### src/rtl/tdiv_seq.sv
// Sequential balanced-ternary divider: ternary->binary Horner, restoring binary divide, binary->ternary.
// Latency 2*TRITS+MAGW+3 cycles normally, TRITS+2 on error; start is ignored while an operation is in flight.
module tdiv_seq #(
    parameter int TRITS = 6,
    parameter int MAGW  = 10
) (
    input  logic                 clk,
    input  logic                 rst,
    input  logic                 start,
    input  logic [2*TRITS-1:0]   a,
    input  logic [2*TRITS-1:0]   b,
    output logic                 busy,
    output logic                 done,
    output logic [2*TRITS-1:0]   q,
    output logic [2*TRITS-1:0]   r,
    output logic                 err
);
    localparam int W  = 2 * TRITS;
    localparam int CW = $clog2(MAGW + 1);

    localparam logic [2:0] IDLE  = 3'd0;
    localparam logic [2:0] CONV  = 3'd1;
    localparam logic [2:0] CHECK = 3'd2;
    localparam logic [2:0] DIV   = 3'd3;
    localparam logic [2:0] SIGN  = 3'd4;
    localparam logic [2:0] BACK  = 3'd5;
    localparam logic [2:0] DONE  = 3'd6;

    localparam logic signed [MAGW:0] ONE   = (MAGW+1)'(1);
    localparam logic signed [MAGW:0] THREE = (MAGW+1)'(3);

    logic [2:0]               state;
    logic [CW-1:0]            cnt;
    logic [W-1:0]             a_sh, b_sh;
    logic signed [MAGW:0]     a_acc, b_acc;
    logic                     inv;
    logic                     neg_a, neg_b;
    logic [MAGW-1:0]          quo, rem, divs;
    logic signed [MAGW:0]     qv, rv;
    logic [W-1:0]             qt, rt;

    function automatic logic signed [MAGW:0] trit_val(input logic [1:0] t);
        case (t)
            2'b10:   trit_val = ONE;
            2'b01:   trit_val = -ONE;
            default: trit_val = '0;
        endcase
    endfunction

    // Returns {trit code, (v - t)/3} for one balanced-ternary digit, LSB first.
    function automatic logic [MAGW+2:0] bt_step(input logic signed [MAGW:0] v);
        logic signed [MAGW:0] m;
        logic signed [MAGW:0] t;
        logic signed [MAGW:0] nx;
        logic [1:0]           c;
        m = v % THREE;
        if (m < 0)
            m = m + THREE;
        if (m == 0) begin
            t = '0;
            c = 2'b00;
        end else if (m == ONE) begin
            t = ONE;
            c = 2'b10;
        end else begin
            t = -ONE;
            c = 2'b01;
        end
        nx = (v - t) / THREE;
        bt_step = {c, nx};
    endfunction

    logic [MAGW-1:0]      abs_a, abs_b;
    logic [MAGW:0]        trial;
    logic                 ge;
    logic [MAGW-1:0]      rem_nx;
    logic signed [MAGW:0] qpos, rpos;
    logic [MAGW+2:0]      sq, sr;
    logic [W-1:0]         qt_nx, rt_nx;

    always_comb begin
        abs_a  = a_acc[MAGW] ? MAGW'(-a_acc) : a_acc[MAGW-1:0];
        abs_b  = b_acc[MAGW] ? MAGW'(-b_acc) : b_acc[MAGW-1:0];
        trial  = {rem, quo[MAGW-1]};
        ge     = trial >= {1'b0, divs};
        rem_nx = ge ? MAGW'(trial - {1'b0, divs}) : trial[MAGW-1:0];
        qpos   = $signed({1'b0, quo});
        rpos   = $signed({1'b0, rem});
        sq     = bt_step(qv);
        sr     = bt_step(rv);
        qt_nx  = {sq[MAGW+2:MAGW+1], qt[W-1:2]};
        rt_nx  = {sr[MAGW+2:MAGW+1], rt[W-1:2]};
    end

    assign busy = (state != IDLE) && (state != DONE);
    assign done = (state == DONE);

    always_ff @(posedge clk) begin
        if (rst) begin
            state <= IDLE;
            cnt   <= '0;
            a_sh  <= '0;
            b_sh  <= '0;
            a_acc <= '0;
            b_acc <= '0;
            inv   <= 1'b0;
            neg_a <= 1'b0;
            neg_b <= 1'b0;
            quo   <= '0;
            rem   <= '0;
            divs  <= '0;
            qv    <= '0;
            rv    <= '0;
            qt    <= '0;
            rt    <= '0;
            q     <= '0;
            r     <= '0;
            err   <= 1'b0;
        end else begin
            case (state)
                IDLE: if (start) begin
                    a_sh  <= a;
                    b_sh  <= b;
                    a_acc <= '0;
                    b_acc <= '0;
                    inv   <= 1'b0;
                    cnt   <= '0;
                    state <= CONV;
                end
                CONV: begin
                    a_acc <= a_acc * THREE + trit_val(a_sh[W-1:W-2]);
                    b_acc <= b_acc * THREE + trit_val(b_sh[W-1:W-2]);
                    inv   <= inv | (&a_sh[W-1:W-2]) | (&b_sh[W-1:W-2]);
                    a_sh  <= a_sh << 2;
                    b_sh  <= b_sh << 2;
                    cnt   <= cnt + 1'b1;
                    if (cnt == CW'(TRITS - 1))
                        state <= CHECK;
                end
                CHECK: begin
                    if (inv || b_acc == '0) begin
                        q     <= '0;
                        r     <= '0;
                        err   <= 1'b1;
                        state <= DONE;
                    end else begin
                        neg_a <= a_acc[MAGW];
                        neg_b <= b_acc[MAGW];
                        quo   <= abs_a;
                        divs  <= abs_b;
                        rem   <= '0;
                        cnt   <= '0;
                        state <= DIV;
                    end
                end
                DIV: begin
                    rem <= rem_nx;
                    quo <= {quo[MAGW-2:0], ge};
                    cnt <= cnt + 1'b1;
                    if (cnt == CW'(MAGW - 1))
                        state <= SIGN;
                end
                SIGN: begin
                    // Negating zero stays zero, so results are never -0.
                    qv    <= (neg_a ^ neg_b) ? -qpos : qpos;
                    rv    <= neg_a ? -rpos : rpos;
                    qt    <= '0;
                    rt    <= '0;
                    cnt   <= '0;
                    state <= BACK;
                end
                BACK: begin
                    qv  <= $signed(sq[MAGW:0]);
                    rv  <= $signed(sr[MAGW:0]);
                    qt  <= qt_nx;
                    rt  <= rt_nx;
                    cnt <= cnt + 1'b1;
                    if (cnt == CW'(TRITS - 1)) begin
                        q     <= qt_nx;
                        r     <= rt_nx;
                        err   <= 1'b0;
                        state <= DONE;
                    end
                end
                DONE:    state <= IDLE;
                default: state <= IDLE;
            endcase
        end
    end
endmodule

### config.mk
export PLATFORM = sky130hd
export DESIGN_NAME = tdiv_seq
export DESIGN_NICKNAME = d
export VERILOG_FILES = /design/src/rtl/tdiv_seq.sv
export SDC_FILE = /design/constraint.sdc
export NUM_CORES = 1
export LEC_CHECK = 0
export ABC_AREA = 1
export ABC_CLOCK_PERIOD_IN_PS = 12800
export BUFFER_PORTS_ARGS = -buffer_cell sky130_fd_sc_hd__buf_2
export CORE_ASPECT_RATIO = 1.1
export CORE_UTILIZATION = 60
export CTS_CLUSTER_DIAMETER = 80
export DETAILED_ROUTE_END_ITERATION = 6
export PLACE_DENSITY = 0.78
export SETUP_SLACK_MARGIN = 0.15
export SLEW_MARGIN = 20
export SYNTH_ARGS = -nofsm -noshare
export SYNTH_HDL_FRONTEND = slang
export SYNTH_SLANG_ARGS = --single-unit
### constraint.sdc
create_clock -name clk -period 12.8 [get_ports clk]
set_input_delay 2.56 -clock clk [delete_from_list [all_inputs] [get_ports clk]]
set_output_delay 2.56 -clock clk [all_outputs]
set_load 0.02 [all_outputs]
==> flow_summary_export.csv, run 1 <==
group,metric,value,unit
outcome,status,"complete, no violations",
yosys,synth_top_family_by_area,"simple AND/OR/NAND/NOR gates",
sta,min_period,11.60,ns
global_routing,grt_use_met1,34.2,%
global_routing,grt-ovfl-total,0,
worst_setup_path,critPathMaxFanout,6,
global_routing,grt_start_max_net_pins,55,
global_routing,grt_usage,28.0,%
placed_design,place_worst_setup_slack,0.244,ns
sta,fin_crit_sh,90.6,%
drt,route.vias.total,14040,
job,max-cap-violations,0,
yosys,yosys_register_bits,153,
worst_setup_path,path_common_cell,"nand2_1",
yosys,synth_compound_area_share,16.7,%
yosys,synthCells,2232,
sta,setup_ws,1.20,ns
die,fp.dieH,164,um
sta,hold_viol_final,0,
cts,cts_root_buf,"clkbuf_16",
finish,syn_to_final_growth,11.4,%
drt,post_drt_wl_per_cell,13.1,um
worst_setup_path,critPathMaxStageDelay,0.37,ns
cts,clock_path_buffers,2,
worst_setup_path,cp-end-kind,"flop",
worst_setup_path,path_class,"reg2reg",
yosys,synth.area.top_cells,"dfxtp_1 21%, nand2_1 13%, ha_1 9.8%, inv_1 9.2%, a21oi_1 5.9%",
drt,antenna_left,0,
worst_setup_path,cp.arrival,11.93,ns
die,placeableCoreArea,23100,um2
cts,cts.sinks,153,
die,rows,58,
global_routing,antenna_found_initial,0,
finish,final_nets,2448,
finish,final_layout_size_suffix_gt1_share,15.3,%
finish,layout_commonest_cell,"nand2_1",
yosys,synth.avg_cell_area,6.41,um2
die,io_pins,54,
worst_setup_path,required,13.13,ns
die,die-area,24500,um2
yosys,synth.mux.area_fraction,0,%
global_routing,use_met2,50.6,%
yosys,yosysUniqueCellTypes,57,
drt,drt-total-wl,34000,um
cts,clk_pin_slew,0.06,ns
drt,drt_iter0_markers,825,
sta,fmax,86.2,MHz
cts,h-tree-depth,4,
yosys,yosys_warnings,0,
placed_design,place_congestion,0.919,
sta,maxSlewHeadroom,33.0,%
worst_setup_path,startpoint_type,"flop",
sta,slew_violations,0,
sta,skew,0.0147,ns
drt,drt-pass1-iter-count,5,
drt,via_per_inst,5.40,
yosys,yosysSeqAreaShare,21.4,%
yosys,synthAdderAreaFrac,12.7,%
global_routing,top_usage_layer,"met2",
drt,drc_errors,0,
cts,clkLatencyLatePin,0.44,ns
die,start_util,61.8,%
global_routing,grt_pass1_vias,12910,
yosys,yosysTopAreaCell,"dfxtp_1",
min_path,hold_class,"reg2reg",
global_routing,grt_util_met3,3.39,%
yosys,synth-simple-area-share,32.1,%
yosys,synth_top_area_share,21.4,%
die,die_w,149,um
placed_design,hpwl,25200,um
worst_setup_path,cpMaxStageDelayCell,"dfxtp_4",
sta,tightest_slew,1.00,ns
yosys,synth_fp_nets,2392,
finish,final_cell_mix,"475 x nand2_1, 347 x inv_1, 183 x nor2_1, 163 x a21oi_1, 147 x dfxtp_1",
cts,cts_buffers,17,
global_routing,grt_pass1_wl,57000,um
placed_design,io_buffers,53,
cts,cts_tree,"built",
sta,finalSetupViolations,0,
finish,antenna_cells,0,
yosys,synthXorXnorAreaFrac,5.24,%
yosys,netlist_area,14300,um2
-- synthesized netlist by cell type, drive strengths merged --
library cell / count
nand2: 557
inv: 376
nor2: 196
a21oi: 169
nand3: 165
dfxtp: 153
o21ai: 153
ha: 112
xor2: 63
clkbuf: 46
a31oi: 34
nand4: 33
nor3: 23
fa: 21
xnor2: 20
a211oi: 18
buf: 14
o21bai: 13
or2: 10
o31ai: 7
clkinv: 6
nand3b: 6
o22ai: 6
a22oi: 5
nor4: 4
o211ai: 4
and2: 3
o21a: 3
a21o: 2
nor3b: 2
o221ai: 2
a221oi: 1
a311oi: 1
a31o: 1
a32oi: 1
nor4b: 1
o311ai: 1
-- repair_timing --
item	4_1_cts	5_1_grt
hold buffers	0	0
resized for setup	0	77
setup endpoints to repair	0	20
setup buffers	0	34
-- metrics by stage --
stage	hold slack (ns)	TNS, ns	cells	utilization [%]	area (um2)
2_1_floorplan	0.430	0	2232	-	14300
3_3_place_gp	0.447	0	2534	63.8	14800
3_5_place_dp	0.450	0	2534	63.8	14800
4_1_cts	0.459	0	2566	66.3	15400
5_1_grt	0.482	-0.00589	2601	68.9	15900
6_report	0.455	0	2601	68.9	15900
-- worst paths after layout --
check,from,end,slack (ns),cells past startpoint
worst max-delay path,qv[0],qv[8],1.20,99
worst min register to register,divs[5],divs[5],0.46,2
worst max register to register,qv[0],qv[8],1.20,99
worst min-delay path,divs[5],divs[5],0.46,2
-- sequential cells by signal, indices dropped and copies added (netlist names), 11 cells and up --
| register | count |
|---|---|
| qv | 11 |
| q | 12 |
| b_sh | 12 |
| a_acc | 11 |
| a_sh | 12 |
| rv | 11 |
| r | 12 |
| b_acc | 11 |
-- per-layer routing --
metal | vias to the layer above | part of all wire [%]
li1 | 7330 | -
met1 | 6391 | 45
met2 | 261 | 50
met3 | 58 | 3.4
met4 | 0 | 2.2
met5 | - | 0
-- worst max-delay path: cells and delay by family, from the launching register on --
kind	cells	cell delay, ns
buffers and inverters	14	1.15
AO/OA/AOI/OAI	12	1.77
adder cells (fa/ha/maj)	7	1.42
flip-flops	1	0.37
XOR/XNOR	4	0.76
AND/OR/NAND/NOR	62	5.96
-- kinds of logic after synthesis --
kind of cell               after synthesis
AOI/OAI and AO/OA                      421
buffers and inverters                  442
DFF                                    153
xor gates and xnor gates                83
and+or+nand+nor                       1000
adders and majority gates              133
-- cell type report --
type / count / area (um2)
repair inverters: 1 / 5.00
multi-input cells: 1637 / 9870
inverters: 382 / 1440
repair buffers: 96 / 588
well taps: 300 / 375
fillers: 2002 / 7210
clock buffers: 18 / 439
clock inverters: 14 / 150
flip-flops and latches: 153 / 3080
Power of run 1 is not shown: default switching activity piles up to over one toggle a cycle in this logic, so the estimate is an artifact.
==> run 2: changes to the inputs <==
--- a/config.mk
+++ b/config.mk
@@ -6,7 +6,7 @@
 export NUM_CORES = 1
 export LEC_CHECK = 0
 export ABC_AREA = 1
-export ABC_CLOCK_PERIOD_IN_PS = 12800
+export ABC_CLOCK_PERIOD_IN_PS = 12900
 export BUFFER_PORTS_ARGS = -buffer_cell sky130_fd_sc_hd__buf_2
 export CORE_ASPECT_RATIO = 1.1
 export CORE_UTILIZATION = 60
@@ -14,6 +14,7 @@
 export DETAILED_ROUTE_END_ITERATION = 6
 export PLACE_DENSITY = 0.78
 export SETUP_SLACK_MARGIN = 0.15
+export SKIP_LAST_GASP = 1
 export SLEW_MARGIN = 20
 export SYNTH_ARGS = -nofsm -noshare
 export SYNTH_HDL_FRONTEND = slang
==> constraint.sdc (replaced) <==
create_clock -name clk -period 12.9 [get_ports clk]
set_input_delay 2.58 -clock clk [delete_from_list [all_inputs] [get_ports clk]]
set_output_delay 2.58 -clock clk [all_outputs]
set_load 0.02 [all_outputs]
==> flow_summary_export.csv, run 2 (synthesized netlist as in run 1, its figures left out) <==
group,metric,value,unit
finish,regArea,3070,um2
worst_setup_path,r2r_end,"qv[8]",
worst_setup_path,reg2reg_depth,97,
drt,drt-total-wl,34500,um
min_path,holdPathStages,2,
cts,clock_path_buffers,2,
sta,min_period,11.68,ns
global_routing,grt_usage,28.1,%
global_routing,grt_start_max_net_pins,55,
finish,final_nets,2433,
finish,syn_to_final_growth,9.81,%
cts,cts.sinks,153,
global_routing,grt-ovfl-total,0,
sta,fin_crit_sh,90.5,%
die,start_util,61.8,%
cts,h-tree-depth,4,
finish,layout_commonest_cell,"nand2_1",
drt,drt-pass1-iter-count,5,
min_path,hold_start,"divs[5]",
sta,slew_violations,0,
worst_setup_path,critPathMaxFanout,14,
drt,via_per_inst,5.46,
sta,hold_viol_final,0,
die,fp.dieH,164,um
die,rows,58,
worst_setup_path,cpMaxStageDelayCell,"dfxtp_2",
drt,route.vias.total,14132,
global_routing,grt_pass1_vias,12788,
min_path,whs_endpoint,"divs[5]",
sta,whs,0.457,ns
drt,drt_iter0_markers,808,
worst_setup_path,cp-end-kind,"flop",
sta,skew,0.0160,ns
sta,fmax,85.6,MHz
sta,finalSetupViolations,0,
finish,antenna_cells,0,
sta,rsz0062_at_grt,"no",
sta,tns,0,ns
drt,antenna_left,0,
worst_setup_path,path_common_cell,"nand2_1",
finish,fillers,2044,
sta,maxSlewHeadroom,34.2,%
placed_design,io_buffers,53,
finish,final_layout_size_suffix_gt1_share,14.2,%
sta,tightest_slew,0.986,ns
die,io_pins,54,
worst_setup_path,r2r_slack,1.22,ns
min_path,hold_class,"reg2reg",
die,placeableCoreArea,23100,um2
worst_setup_path,path_class,"reg2reg",
finish,final_core_util,67.9,%
finish,final_cell_mix,"482 x nand2_1, 346 x inv_1, 182 x nor2_1, 163 x a21oi_1, 148 x dfxtp_1",
worst_setup_path,r2r_start,"qv[1]",
cts,cts_root_buf,"clkbuf_16",
global_routing,antenna_found_initial,0,
placed_design,hpwl,25400,um
cts,clk_pin_slew,0.07,ns
worst_setup_path,cp.arrival,12.01,ns
die,die_w,149,um
worst_setup_path,startpoint_type,"flop",
job,max-cap-violations,0,
die,die-area,24500,um2
cts,clkLatencyLatePin,0.44,ns
worst_setup_path,required,13.23,ns
global_routing,grt_pass1_wl,56900,um
cts,cts_tree,"built",
placed_design,place_congestion,0.919,
cts,cts_buffers,17,
outcome,status,"complete, no violations",
finish,multi_input_area,9770,um2
worst_setup_path,critPathMaxStageDelay,0.43,ns
drt,drc_errors,0,
drt,post_drt_wl_per_cell,13.3,um
==> run 2: repair_timing <==
action	CTS	global route
buffers inserted	0	19
hold buffers	0	0
gates resized for setup	0	57
setup endpoints to repair	0	19
==> run 2: worst max-delay path by stage <==
stage          slack (ns)  endpoint  start
2_1_floorplan        2.14     qv[8]  qv[0]
3_3_place_gp         0.68     qv[8]  qv[0]
3_5_place_dp         0.39     qv[8]  qv[0]
4_1_cts              0.29     qv[8]  qv[0]
5_1_grt              0.04     qv[8]  qv[1]
6_report             1.22     qv[8]  qv[1]
==> run 2: cell type report <==
class / count / share of cell area (%)
multi-input combinational: 1637 / 62.2
sequential: 153 / 19.6
clock buffer: 19 / 2.82
inverter: 382 / 9.17
clock inverter: 13 / 0.804
tap: 300 / 2.39
timing repair inverter: 1 / 0.0319
timing repair buffer: 81 / 3.03
==> run 2: through the flow <==
| stage | instance area, um2 | worst slack [ns] | cells |
|---|---|---|---|
| 2_1_floorplan | 14300 | 2.14 | 2232 |
| 3_3_place_gp | 14800 | 0.679 | 2534 |
| 3_5_place_dp | 14800 | 0.393 | 2534 |
| 4_1_cts | 15300 | 0.295 | 2566 |
| 5_1_grt | 15700 | 0.0352 | 2586 |
| 6_report | 15700 | 1.22 | 2586 |
==> run 2: critical path: cells and delay by family, from the launching register on <==
family          cells  cell delay [ns]
xor+xnor            3             0.64
compound gates     13             1.89
buf+inv            13             1.10
flops               1             0.43
fa+ha+maj           7             1.45
simple gates       61             6.06
==> run 2: routing by layer <==
layer  track usage [%]  routed length, um  up-vias
met1              34.3              15300     6469
met4              9.09                764        0
met3              3.31               1200       59
met2              50.8              17200      302
li1                  -                  -     7302
met5                 0                  0        -
Power of run 2 is left out for the same reason.
